`config.mk`:
```
export PLATFORM = sky130hd
export DESIGN_NAME = wb_rx_interface
export DESIGN_NICKNAME = d
export VERILOG_FILES = /design/src/rtl/wb_rx_interface.sv
export SDC_FILE = /design/constraint.sdc
export NUM_CORES = 1
export LEC_CHECK = 0
export CAP_MARGIN = 15
export CORE_MARGIN = 8
export CORE_UTILIZATION = 45
export DETAILED_ROUTE_END_ITERATION = 6
export GPL_ROUTABILITY_DRIVEN = 0
export HOLD_SLACK_MARGIN = 0.12
export PLACE_DENSITY = 0.75
export RECOVER_POWER = 50
export SLEW_MARGIN = 20
export SYNTH_ARGS = -nofsm -noshare
export SYNTH_HDL_FRONTEND = slang
export SYNTH_SLANG_ARGS = --single-unit
```
`constraint.sdc`:
```
create_clock -name clk -period 3.1 [get_ports clk]
set_input_delay 0.31 -clock clk [delete_from_list [all_inputs] [get_ports clk]]
set_output_delay 0.31 -clock clk [all_outputs]
set_load 0.01 [all_outputs]
```
`src/rtl/wb_rx_interface.sv`:
```
// wb_rx_interface: Wishbone byte slave that reads RX frames, checks the trailing FCS and reports status.
module crc32 (
  input  logic        clk,
  input  logic        rst_i,
  input  logic        en_i,
  input  logic [7:0]  data_i,
  output logic [31:0] crc_o
);
  logic [31:0] crc_q, crc_d;
  always_comb begin
    crc_d = crc_q;
    for (int i = 0; i < 8; i++) crc_d = (crc_d >> 1) ^ ((crc_d[0] ^ data_i[i]) ? 32'hEDB88320 : 32'h0);
  end
  always_ff @(posedge clk) crc_q <= rst_i ? '1 : en_i ? crc_d : crc_q;
  assign crc_o = ~crc_q;
endmodule

module wb_rx_interface #(
  parameter int LEN_W = 11
) (
  input  logic             clk,
  input  logic             rst_n,
  input  logic             i_wb_cyc,
  input  logic             i_wb_stb,
  input  logic             i_wb_we,
  input  logic [1:0]       i_wb_addr,
  input  logic [7:0]       i_wb_data,
  output logic             o_wb_ack,
  output logic             o_wb_stall,
  output logic [7:0]       o_wb_data,
  input  logic             i_fifo_empty,
  input  logic [7:0]       i_fifo_data,
  output logic             o_fifo_rd,
  input  logic [LEN_W-1:0] i_word_count,
  input  logic             word_count_ready,
  output logic             word_count_ack
);
  typedef enum logic [3:0] {
    S_IDLE, S_LEN, S_PAYLOAD, S_WAIT0, S_WAIT1,
    S_FCS0, S_FCS1, S_FCS2, S_FCS3, S_DRAIN, S_DONE
  } state_t;

  state_t            state_q, state_d;
  logic [LEN_W-1:0]  len_q, len_d, rem_q, rem_d;
  logic              err_q, err_d, wca_d;
  logic [2:0]        sync_q;
  logic              crc_rst_q, crc_en_q;
  logic [7:0]        crc_din_q, rdata, status, fcs_exp;
  logic [31:0]       crc_out;
  logic              rdy_s, acc, rd0, rel, fcs_st, done;
  logic              unused_wdata;

  assign unused_wdata = ^i_wb_data;
  assign rdy_s  = sync_q[2];
  assign o_wb_stall = i_wb_stb && !i_wb_we && i_wb_addr == 2'd0 &&
                      (state_q != S_PAYLOAD || i_fifo_empty || rem_q == '0);
  assign acc    = i_wb_cyc && i_wb_stb && !o_wb_stall;
  assign rd0    = acc && !i_wb_we && i_wb_addr == 2'd0;
  assign rel    = acc && i_wb_we && i_wb_addr == 2'd3;
  assign fcs_st = state_q inside {S_FCS0, S_FCS1, S_FCS2, S_FCS3};
  assign done   = state_q == S_DONE;
  assign status = {state_q == S_PAYLOAD, done, done && !err_q, 2'b00, 3'(len_q >> 8)};
  assign rdata  = i_wb_addr == 2'd0 ? i_fifo_data :
                  i_wb_addr == 2'd1 ? len_q[7:0] :
                  i_wb_addr == 2'd2 ? status : 8'h00;
  // FCS bytes arrive least-significant byte of the final CRC first
  assign fcs_exp = state_q == S_FCS0 ? crc_out[7:0] :
                   state_q == S_FCS1 ? crc_out[15:8] :
                   state_q == S_FCS2 ? crc_out[23:16] : crc_out[31:24];
  assign o_fifo_rd = rd0 || (fcs_st && !i_fifo_empty) ||
                     (state_q == S_DRAIN && !i_fifo_empty && rem_q != '0);

  crc32 u_crc (
    .clk    (clk),
    .rst_i  (!rst_n || crc_rst_q),
    .en_i   (crc_en_q),
    .data_i (crc_din_q),
    .crc_o  (crc_out)
  );

  always_comb begin
    state_d = state_q;
    len_d   = len_q;
    rem_d   = rem_q;
    err_d   = err_q;
    wca_d   = word_count_ack && rdy_s;
    case (state_q)
      S_IDLE: if (rdy_s && !word_count_ack) begin
        len_d   = i_word_count;
        wca_d   = 1'b1;
        err_d   = 1'b0;
        state_d = S_LEN;
      end
      S_LEN: if (len_q < LEN_W'(4)) begin
        err_d   = 1'b1;
        rem_d   = len_q;
        state_d = S_DRAIN;
      end else begin
        rem_d   = len_q - LEN_W'(4);
        state_d = S_PAYLOAD;
      end
      S_PAYLOAD: if (rel) begin
        rem_d   = rem_q + LEN_W'(4);
        err_d   = 1'b1;
        state_d = S_DRAIN;
      end else if (rem_q == '0) state_d = S_WAIT0;
      else if (rd0) rem_d = rem_q - LEN_W'(1);
      S_WAIT0: state_d = S_WAIT1;
      S_WAIT1: state_d = S_FCS0;
      S_FCS0, S_FCS1, S_FCS2, S_FCS3: if (!i_fifo_empty) begin
        err_d   = err_q || i_fifo_data != fcs_exp;
        state_d = state_q == S_FCS3 ? S_DONE : state_t'(state_q + 4'd1);
      end
      S_DRAIN: if (rem_q == '0) state_d = S_DONE;
      else if (!i_fifo_empty) rem_d = rem_q - LEN_W'(1);
      S_DONE: if (rel) state_d = S_IDLE;
      default: state_d = S_IDLE;
    endcase
  end

  always_ff @(posedge clk or negedge rst_n) begin
    if (!rst_n) begin
      state_q        <= S_IDLE;
      len_q          <= '0;
      rem_q          <= '0;
      err_q          <= 1'b0;
      word_count_ack <= 1'b0;
      sync_q         <= '0;
      crc_rst_q      <= 1'b0;
      crc_en_q       <= 1'b0;
      crc_din_q      <= '0;
      o_wb_ack       <= 1'b0;
      o_wb_data      <= '0;
    end else begin
      state_q        <= state_d;
      len_q          <= len_d;
      rem_q          <= rem_d;
      err_q          <= err_d;
      word_count_ack <= wca_d;
      sync_q         <= {sync_q[1:0], word_count_ready};
      crc_rst_q      <= state_d == S_IDLE;
      crc_en_q       <= rd0;
      crc_din_q      <= rd0 ? i_fifo_data : crc_din_q;
      o_wb_ack       <= acc;
      o_wb_data      <= acc ? rdata : o_wb_data;
    end
  end
endmodule

```
# Yosys cells after proc, flatten, opt, wreduce, memory -nomap -nowiden
# Cells that the tools add are included.
[totals]
wordCells = 133
output_inout_bits = 12
inputBits = 36
reg_bits = 82
[op_classes]
n_reduce_logical = 39
addsub = 4
n_lt_le_gt_ge = 1
bitwise = 17
n_mux = 37
n_eq_ne = 23
[ops]
columns = ["cell", "n"]
rows = [
  ["$mux W32", 8],
  ["$xor A31 B32 Y32", 8],
  ["$mux W11", 6],
  ["$mux W8", 6],
  ["$pmux W11 S3", 1],
  ["$mux W4", 8],
  ["$not A32 Y32", 1],
  ["$pmux W4 S8", 1],
  ["$eq A4 B3 Y1 const B", 4],
  ["$logic_and A1 B1 Y1", 15],
  ["$eq A4 B4 Y1 const B", 3],
  ["$add A11 B3 Y11 const B", 1],
  ["$logic_not A11 Y1", 1],
  ["$lt A11 B3 Y1 const B", 1],
  ["$reduce_bool A11 Y1", 1],
  ["$sub A11 B1 Y11 const B", 1],
  ["$sub A11 B3 Y11 const B", 1],
  ["$ne A2 B2 Y1 const B", 5],
  ["$reduce_and A5 Y1", 2],
  ["$eq A4 B2 Y1 const B", 2],
  ["$logic_not A4 Y1", 2],
  ["$ne A8 B8 Y1", 1],
  ["$reduce_bool A4 Y1", 2],
  ["$xor A1 B1 Y1", 8],
  ["other kinds (16)", 32],
]

# Logic depth before layout (Yosys ltp)
# Gate-level depths: netlist (run 1).
[depth]
depth_word = 24
mapped_depth = 11
mapped_depth_nobuf = 8

# Cells and area by module
# From an unflattened synthesis (run 1), not the netlist that was laid out.
[hier_totals]
cells_unflattened = 620
hier_area_um2 = 5594.1
[by_module_without_submodules]
columns = ["module", "seq_area_each_um2", "cells_each", "area_per_inst_um2", "n_inst"]
rows = [
  ["wb_rx_interface", 1251.2, 410, 3613.5, 1],
  ["crc32", 640.6, 210, 1980.6, 1],
]

# Least setup slack after synthesis (run 1)
# Ideal clock, no wire load.
[synth_path]
path_kind = "register to output"
start = "register state_q[0]"
end = "output port o_fifo_rd"
stages_incl_launch_ff = 9
n_path_buf = 3
setup_slack_ns = 0.868
t_required_ns = 2.790
t_arrival_ns = 1.922
path_cell_list = "dfrtp_1 > inv_1 > ha_1 > buf_2 > or3b_1 > buf_2 > or3_1 > buf_2 > o21ai_0"
[synth_via]
elab_chain_len = 10
elab_cells_between_ends = 19
cone_classes = "eq/ne (6); reduce/logical (13)"
[synth_lines]
columns = ["element", "line_no", "source"]
rows = [
  ["start, declared", "43", "state_t state_q, state_d;"],
  ["start signal, assigned", "135", "state_q <= state_d;"],
  ["$ne A4 B2 Y1", "56", "(state_q != S_PAYLOAD || i_fifo_empty || rem_q == '0);"],
  ["$logic_or A1 B1 Y1 (2 in series)", "56", ""],
  ["$logic_and A1 B1 Y1", "55", "assign o_wb_stall = i_wb_stb && !i_wb_we && i_wb_addr == 2'd0 &&"],
  ["$logic_not A1 Y1", "57", "assign acc = i_wb_cyc && i_wb_stb && !o_wb_stall;"],
  ["$logic_and A1 B1 Y1", "57", ""],
  ["$logic_and A1 B1 Y1 (2 in series)", "58", "assign rd0 = acc && !i_wb_we && i_wb_addr == 2'd0;"],
  ["$logic_or A1 B1 Y1", "70", "assign o_fifo_rd = rd0 || (fcs_st && !i_fifo_empty) ||"],
  ["$logic_or A1 B1 Y1 *", "70", ""],
  ["end, declared", "33", "output logic o_fifo_rd,"],
]
# Every way passes the cells marked *; elsewhere a longest branch is shown, timed or not.

# Worst setup path in the final report (run 1)
[layout_path]
start = "register rem_q[2]"
end = "output port o_fifo_rd"
[layout_via]
elab_chain_len = 9
elab_cells_between_ends = 11
cone_classes = "reduce/logical (11)"
[layout_lines]
columns = ["element", "line_no", "source"]
rows = [
  ["start, declared", "44", "logic [LEN_W-1:0] len_q, len_d, rem_q, rem_d;"],
  ["start signal, assigned", "137", "rem_q <= rem_d;"],
  ["$logic_not A11 Y1", "56", ""],
  ["$logic_or A1 B1 Y1", "56", ""],
  ["$logic_and A1 B1 Y1", "55", ""],
  ["$logic_not A1 Y1", "57", ""],
  ["$logic_and A1 B1 Y1", "57", ""],
  ["$logic_and A1 B1 Y1 (2 in series)", "58", ""],
  ["$logic_or A1 B1 Y1", "70", ""],
  ["$logic_or A1 B1 Y1 *", "70", ""],
]
# Marked as above.

==> results.yml, run 1 <==
outcome:
  outcome: "finished, final reports clean"
setup_path:
  path_class: "reg2out"
  crit_path_max_fanout: 10
  cp.required_ps: 2790
  rrSetupSlack_ps: 520
  worstSetupEndpointType: "output pin"
  cp.arrival_ps: 2700
  startpoint_type: "register"
detailed_routing:
  drt.antenna.violating_nets: 0
  vias_per_cell: 5.976
  remaining_drc_errors: 0
  drt_iter0_markers: 411
  routed_wl_um: 14530
  wl_per_cell_um: 18.05
  first_pass_iters: 7
  num_vias: 4811
clocking:
  insertion_delay_ps: 340
  clk_path_buf_depth: 2
  cts_setup_buffers: 0
  cts_tree: "yes"
  cts_max_level: 3
  path_clk_slew_ps: 70
  cts_made_buffers: 9
  cts_root_buf: "clkbuf_16"
  clock-sinks: 82
placement:
  dp_cells: 788
  io_buffer_count: 39
  post-dp-hpwl_um: 10680
run:
  maxCapViolCount: 0
power_and_ir_drop:
  intPower_uw: 3108
  power.leakage_uw: 0.002552
  power.density_nw_per_um2: 850.8
  comb_power_share_pct: 50.2
  power_frac_clock_pct: 19.6
  seq_power_share_pct: 30.2
  switching_share_pct: 42.61
  p_switching_uw: 2308
  peakVddDrop_v: 0.0004743
synthesis:
  synthTopCellsByCount: "nand2_1 (74), dfrtp_1 (50), nor2_1 (44), xnor2_1 (44), o21ai_0 (41)"
  syn_inst: 618
  syn_area_sq_um: 5505
  ys_warn_count: 0
  ys_ff_latch: 82
  yosys.area.top_type_share_pct: 22.73
  ys_seq_area_share_pct: 34.36
  yosysTopAreaCell: "dfrtp_1"
  synth_ff_type: "dfrtp_1"
  synth_area_leaders: "dfrtp_1 (23%), dfxtp_1 (12%), xnor2_1 (7.0%), nand2_1 (5.0%), xor2_1 (4.1%)"
  syn_nets: 663
  synth_edf_count: 0
  syn_area_per_cell_sq_um: 8.908
  async_reset_ff_share_pct: 60.98
  synth_most_common_cell: "nand2_1"
  synthDistinctLibCells: 61
floorplan:
  coreArea_sq_um: 11960
  die_width_um: 126.6
  rows: 40
  initial_core_util_pct: 46.03
  num_io_pins: 48
  die_h_um: 126.6
  die_area_sq_um: 16030
timing:
  relSlewSlack_pct: 30.48
  grt_setup_unrepaired: "false"
  tns_ps: 0
  fin_skew_ps: 7.076
  worst_pin_slew_ps: 1043
  drv_slew: 0
  final_hold_viol_count: 0
  period_share_pct: 97.09
  finalSetupViolCount: 0
  max_freq_ghz: 0.3322
  fin_crit_ps: 3010
grt:
  first_global_vias: 4593
  grt_antenna_before_repair: 0
  grt_pass1_wl_um: 23940
  overflow: 0
  grt_util_all_layers_pct: 18.28
  grt_max_degree: 49
layout:
  syn2layout_area_growth_pct: 15.61
  antenna_cells: 0
  final_cell_count_no_fill: 805
  final_layout_size_suffix_gt1_share_pct: 11.09
  nNetsFinal: 698
worst_hold_path:
  hp-class: "reg2reg"
[cells by family after synthesis]
group / count (synthesis) / synth area share [%]
buffers and inverters: 49 / 3.614
multiplexers: 32 / 6.273
AO/OA/AOI/OAI: 145 / 16.09
flip-flops: 82 / 34.36
AND/OR/NAND/NOR: 212 / 18.82
XOR/XNOR: 89 / 18.80
adder cells (fa/ha/maj): 9 / 2.045
[power groups by stage]
stage | logic [uW] | registers, uW | clock network, uW
2_1_floorplan | 2110 | 1520 | 0
3_3_place_gp | 2610 | 1630 | 0
3_5_place_dp | 2670 | 1640 | 0
4_1_cts | 2700 | 1620 | 1080
5_1_grt | 2970 | 1670 | 1120
6_report | 2720 | 1630 | 1060
[critical path, stage by stage (launching register included)]
cell	delay [ps]
dfrtp_2	450
inv_1	110
ha_1	220
and3b_1	170
and3_1	300
or3_1	440
o21ai_0	90
clkdlybuf4s50_1	570
[timing repair]
action / 4_1_cts / 5_1_grt
resized for setup: 0 / 3
hold buffers: 1 / 0
endpoints found under the setup margin: 0 / 2
hold endpoints to repair: 16 / 0
[layout make-up]
type | instances | area [sq um]
Inverter | 15 | 56.30
Clock inverter | 7 | 65.06
Timing Repair Buffer | 58 | 520.5
Sequential cell | 82 | 1894
Clock buffer | 9 | 225.2
Fill cell | 1052 | 5597
Multi-Input combinational cell | 487 | 3420
Tap cell | 147 | 183.9
[through the flow]
| stage | cell area [sq um] | util, % | power (uW) | worst slack, ps | hold slack [ps] |
|---|---|---|---|---|---|
| 2_1_floorplan | 5505 | - | 3626 | 868.2 | 14.41 |
| 3_3_place_gp | 6070 | 50.74 | 4238 | 285.4 | 278.1 |
| 3_5_place_dp | 6070 | 50.74 | 4315 | 287.4 | 279.3 |
| 4_1_cts | 6370 | 53.25 | 5391 | 26.66 | 358.2 |
| 5_1_grt | 6365 | 53.21 | 5758 | 5.022 | 370.4 |
| 6_report | 6365 | 53.21 | 5415 | 90.07 | 358.1 |
[path summary, 6_finish.rpt]
| check | from | to | cells past startpoint |
|---|---|---|---|
| setup / recovery | rem_q[2] | o_fifo_rd | 7 |
| hold / removal | sync_q[0] | sync_q[1] | 0 |
| setup reg to reg | state_q[0] | rem_q[4] | 8 |
| hold reg to reg | sync_q[0] | sync_q[1] | 0 |
| max in group asynchronous | rst_n | len_q[10] | 3 |
| min in group asynchronous | rst_n | rem_q[8] | 2 |
[registers in the layout, indices dropped and copies added, names as in the netlist]
name	cells
len_q	11
u_crc.crc_q	32
o_wb_data	8
sync_q	3
crc_rst_q	1
rem_q	11
state_q	4
o_wb_ack	1
word_count_ack	1
crc_din_q	8
crc_en_q	1
err_q	1
[layout by cell type (no fill, tap or decap), types with 18 or more instances in the layout]
cell type and n:
a21oi_1 36, clkdlybuf4s50_1 27, dfrtp_1 48, dfxtp_1 32
mux2_2 20, nand2_1 74, nor2_1 44, nor2b_1 18
nor3_1 18, o21ai_0 41, xnor2_1 44, xor2_1 26
[per-layer routing]
metal / global-route usage, % / share of wire, % / up-vias
met5: 0 / 0 / -
met4: 5.237 / 2.2 / 0
met3: 3.519 / 6.1 / 42
met2: 30.19 / 48 / 239
met1: 23.75 / 44 / 2281
li1: - / - / 2249
No activity file was read; power rests on OpenSTA's default activity.
==> run 2: changes to the inputs <==
- CORE_MARGIN: 8 -> default
==> run 2 against run 1 <==
  * First-iteration DRC count is 15% higher
  * Clock-buffer cell count stayed put
  * Critical path type unchanged
  * Highest routed layer unchanged
  * Non-clock buffer count is 1 lower
  * Sequential power hardly changed
  * Largest cell class unchanged
  * Final area is 0.79% lower
==> results.yml, run 2 (synthesis gave the netlist of run 1 again) <==
power_and_ir_drop:
  seq_power_share_pct: 29.9
  power.leakage_uw: 0.002526
  power_frac_clock_pct: 20.6
  intPower_uw: 3167
  p_switching_uw: 2273
  peakVddDrop_v: 0.0004041
  power.density_nw_per_um2: 861.4
  p_total_uw: 5440
  comb_power_share_pct: 49.6
  switching_share_pct: 41.78
clocking:
  cts_max_level: 3
  insertion_delay_ps: 350
  path_clk_slew_ps: 70
  clk_path_buf_depth: 2
  cts_tree: "yes"
  clock-sinks: 82
  cts_made_buffers: 9
  cts_root_buf: "clkbuf_16"
layout:
  seq_area_sq_um: 1894
  fillers: 1041
  final_area_sq_um: 6315
  largest_reg_flops: 32
  nNetsFinal: 697
  final_common_cell: "nand2_1"
  top_register: "u_crc.crc_q"
  syn2layout_area_growth_pct: 14.70
  antenna_cells: 0
  final_layout_size_suffix_gt1_share_pct: 10.65
  reg_top3: "u_crc.crc_q (32), len_q (11), rem_q (11)"
  mostFrequentLayoutCells: "nand2_1 (74), xnor2_1 (48), dfrtp_1 (48)"
  multi_input_area_sq_um: 3358
  finish.utilization_pct: 52.79
timing:
  tns_ps: 0
  holdWs_ps: 352.8
  fin_skew_ps: 7.110
  grt_setup_unrepaired: "false"
  period_share_pct: 96.31
  drv_slew: 0
  fin_crit_ps: 2986
  final_hold_viol_count: 0
  worst_pin_slew_ps: 1284
  max_freq_ghz: 0.3349
  finalSetupViolCount: 0
  relSlewSlack_pct: 14.41
grt:
  grt_pass1_wl_um: 22940
  overflow: 0
  grt_util_all_layers_pct: 23.01
  grt_antenna_before_repair: 0
  grt_max_degree: 52
  first_global_vias: 4619
setup_path:
  path_cells: "inv_1 > ha_1 > and3b_1 > and3_1 > o31a_1 > and2_1 > clkdlybuf4s50_1"
  path_class: "reg2out"
  reg2reg_from: "crc_din_q[0]"
  startpoint_type: "register"
  cp.required_ps: 2790
  crit_path_max_fanout: 10
  cpMaxStageDelayCell: "clkdlybuf4s50_1"
  cp-startpoint: "rem_q[0]"
  cpPeakStageDelay_ps: 540
  worstSetupEndpointType: "output pin"
  cp.arrival_ps: 2680
worst_hold_path:
  hp-class: "reg2reg"
  hp-start: "sync_q[0]"
detailed_routing:
  drt_iter0_markers: 474
  routed_wl_um: 14030
  num_vias: 4772
  remaining_drc_errors: 0
  wl_per_cell_um: 17.45
  drt.antenna.violating_nets: 0
  vias_per_cell: 5.935
  first_pass_iters: 5
placement:
  post-dp-hpwl_um: 10400
  dpl_cell_area_sq_um: 6070
  io_buffer_count: 39
floorplan:
  die_h_um: 112.6
  num_io_pins: 48
  rows: 40
  die_width_um: 112.6
  die_area_sq_um: 12680
  coreArea_sq_um: 11960
  initial_core_util_pct: 46.03
outcome:
  outcome: "finished, final reports clean"
run:
  maxCapViolCount: 0
==> run 2: per-stage QoR <==
step                worst slack (ps)  instances
finish                         114.3        804
global placement               316.0        788
global route                   21.00        804
floorplan                      868.2        618
detailed placement             341.4        788
CTS                            75.75        804
==> run 2: repair_timing <==
| item | CTS | global route |
|---|---|---|
| resized for setup | 0 | 4 |
| endpoints found under the setup margin | 0 | 1 |
| hold buffers | 0 | 0 |
| setup buffers | 0 | 0 |
==> run 2: worst paths after layout <==
| path | end | slack [ps] | depth (start not counted) |
|---|---|---|---|
| max in group asynchronous | rem_q[0] | 1860 | 2 |
| min reg2reg | sync_q[1] | 350 | 0 |
| max | o_wb_stall | 110 | 7 |
| min | sync_q[1] | 350 | 0 |
| max reg2reg | u_crc.crc_q[20] | 310 | 6 |
| min in group asynchronous | crc_rst_q | 390 | 2 |
==> run 2: final cells by class <==
type / count / area share [%]
Multi-Input combinational cell: 487 / 53.18
Clock buffer: 9 / 3.566
Clock inverter: 7 / 1.328
Sequential cell: 82 / 30.00
Timing Repair Buffer: 57 / 8.124
Tap cell: 147 / 2.913
Inverter: 15 / 0.8916
==> run 2: worst max-delay path: cells and delay by family, from the launching register on <==
kind,cells,cell delay [ps]
adder cells (fa/ha/maj),1,220
AO/OA/AOI/OAI,1,290
buffers and inverters,2,650
AND/OR/NAND/NOR,3,720
flip-flops,1,440
==> run 2: layer usage <==
metal	GRT usage (%)	vias to the layer above	routed length [um]
li1	-	2247	-
met1	31.01	2315	6226
met2	36.54	188	6675
met3	4.968	22	922
met4	7.911	0	209
met5	0	-	0
==> run 2: power groups by stage <==
stage	combinational (uW)	sequential (uW)	clock, uW
finish	2700	1620	1120
detailed placement	2670	1640	0
CTS	2690	1610	1140
global route	2940	1660	1180
global placement	2620	1620	0
floorplan	2110	1520	0
==> run 3: changes to the inputs <==
- REMOVE_ABC_BUFFERS: default -> 1
==> run 3 against run 2 <==
  * The flow now finishes with violations (capacitance limit, slew limit)
  * Highest routed layer unchanged
  * Final area up 1.1%
  * Clock-buffer cell count unchanged
  * Sequential share of layout area decreased by 0.34 points
  * Cell count is 0.25% higher
  * Largest cell class unchanged
  * Worst setup slack improved by 9.8 ps
  * Sequential power is essentially flat
  * Fmax is 0.33% higher
  * Via count is 0.90% lower
  * Non-clock buffer count rose by 2
  * Critical endpoint unchanged
  * Critical path type unchanged
  * Sequential cell count stayed put
  * Total power down 0.31%
  * Clock skew increased by 2.3 ps
==> results.yml, run 3 (synthesis gave the netlist of run 1 again) <==
outcome:
  outcome: "finished, violations left"
  violations: "capacitance limit, slew limit"
power_and_ir_drop:
  power.density_nw_per_um2: 849.6
  peakVddDrop_v: 0.0005653
  p_total_uw: 5423
  power.leakage_uw: 0.002574
grt:
  grt_antenna_before_repair: 0
  grt_pass1_wl_um: 23490
  first_global_vias: 4571
  grt_util_all_layers_pct: 23.75
  overflow: 0
  grt_max_degree: 52
clocking:
  path_clk_slew_ps: 70
  insertion_delay_ps: 360
  cts_made_buffers: 9
  cts_root_buf: "clkbuf_16"
  cts_setup_buffers: 0
  cts_max_level: 3
  cts_tree: "yes"
  clk_path_buf_depth: 2
  clock-sinks: 82
detailed_routing:
  wl_per_cell_um: 17.73
  remaining_drc_errors: 0
  drt_iter0_markers: 426
  first_pass_iters: 5
  num_vias: 4729
  routed_wl_um: 14290
  drt.antenna.violating_nets: 0
  vias_per_cell: 5.867
layout:
  nNetsFinal: 699
  finish.utilization_pct: 53.36
  reg_top3: "u_crc.crc_q (32), len_q (11), rem_q (11)"
  syn2layout_area_growth_pct: 15.93
  mostFrequentLayoutCells: "nand2_1 (74), dfrtp_1 (49), nor2_1 (44), xnor2_1 (44), o21ai_0 (41)"
  top_register: "u_crc.crc_q"
  final_layout_size_suffix_gt1_share_pct: 11.08
  final_common_cell: "nand2_1"
  largest_reg_flops: 32
  antenna_cells: 0
timing:
  max_freq_ghz: 0.3360
  fin_crit_ps: 2976
  period_share_pct: 96.00
  setup_slack_ps: 124.0
  tns_ps: 0
  grt_setup_unrepaired: "false"
  relSlewSlack_pct: -21.60
  fin_skew_ps: 9.423
  final_hold_viol_count: 0
  drv_slew: 26
  finalSetupViolCount: 0
  worst_pin_slew_ps: 1820
setup_path:
  path_class: "reg2out"
  reg2reg_from: "state_q[0]"
  startpoint_type: "register"
  worstSetupEndpointType: "output pin"
  cp.arrival_ps: 2670
  cp.required_ps: 2790
  cp-startpoint: "rem_q[0]"
  crit_path_max_fanout: 10
floorplan:
  initial_core_util_pct: 46.03
  num_io_pins: 48
  die_width_um: 112.6
  die_area_sq_um: 12680
  rows: 40
  die_h_um: 112.6
  coreArea_sq_um: 11960
run:
  maxCapViolCount: 1
placement:
  post-dp-hpwl_um: 10400
  dp_worst_setup_slack_ps: 266.6
  io_buffer_count: 39
worst_hold_path:
  hp-class: "reg2reg"
  hp-start: "sync_q[1]"
## run 3: final cells by class
cell class | count | area (sq um)
fillers | 1045 | 5579
multi-input cells | 487 | 3416
flip-flops and latches | 82 | 1893
repair buffers | 59 | 536.8
clock buffers | 9 | 225.2
well taps | 147 | 183.9
clock inverters | 7 | 71.32
inverters | 15 | 56.30
## run 3: worst paths after layout
path	depth (start not counted)	slack [ps]	endpoint
max	7	120	o_wb_stall
min	0	350	sync_q[2]
max reg2reg	9	380	rem_q[4]
min reg2reg	0	350	sync_q[2]
max in group asynchronous	3	1330	rem_q[2]
min in group asynchronous	3	920	rem_q[1]
## run 3: worst max-delay path: stages, from the launching register on
cell             delay (ps)
dfrtp_1                 450
inv_1                   110
ha_1                    250
and3b_1                 170
and3_2                  280
o31a_1                  380
and2_1                  190
clkdlybuf4s50_1         470
## run 3: routing by layer
layer	routed length, um	GRT usage (%)
met5	0	0
met4	202	6.578
met3	858	5.076
met2	6995	39.42
met1	6233	31.25
## run 3: what timing repair did
item,in CTS,in global routing
hold buffers,1,0
resized for setup,1,2
setup endpoints to repair,1,2
endpoints found under the hold margin,2,0
## run 3: report_power, final
part           switching (uW)  internal [uW]
registers                 349           1300
clock network             503            566
logic                    1470           1240
## run 3: metrics by stage
step | hold WS, ps | instance area [sq um] | std cells
floorplan | 14.41 | 5363 | 584
global placement | 335.4 | 6077 | 789
detailed placement | 336.4 | 6077 | 789
CTS | 352.4 | 6385 | 806
global route | 366.8 | 6382 | 806
finish | 349.6 | 6382 | 806
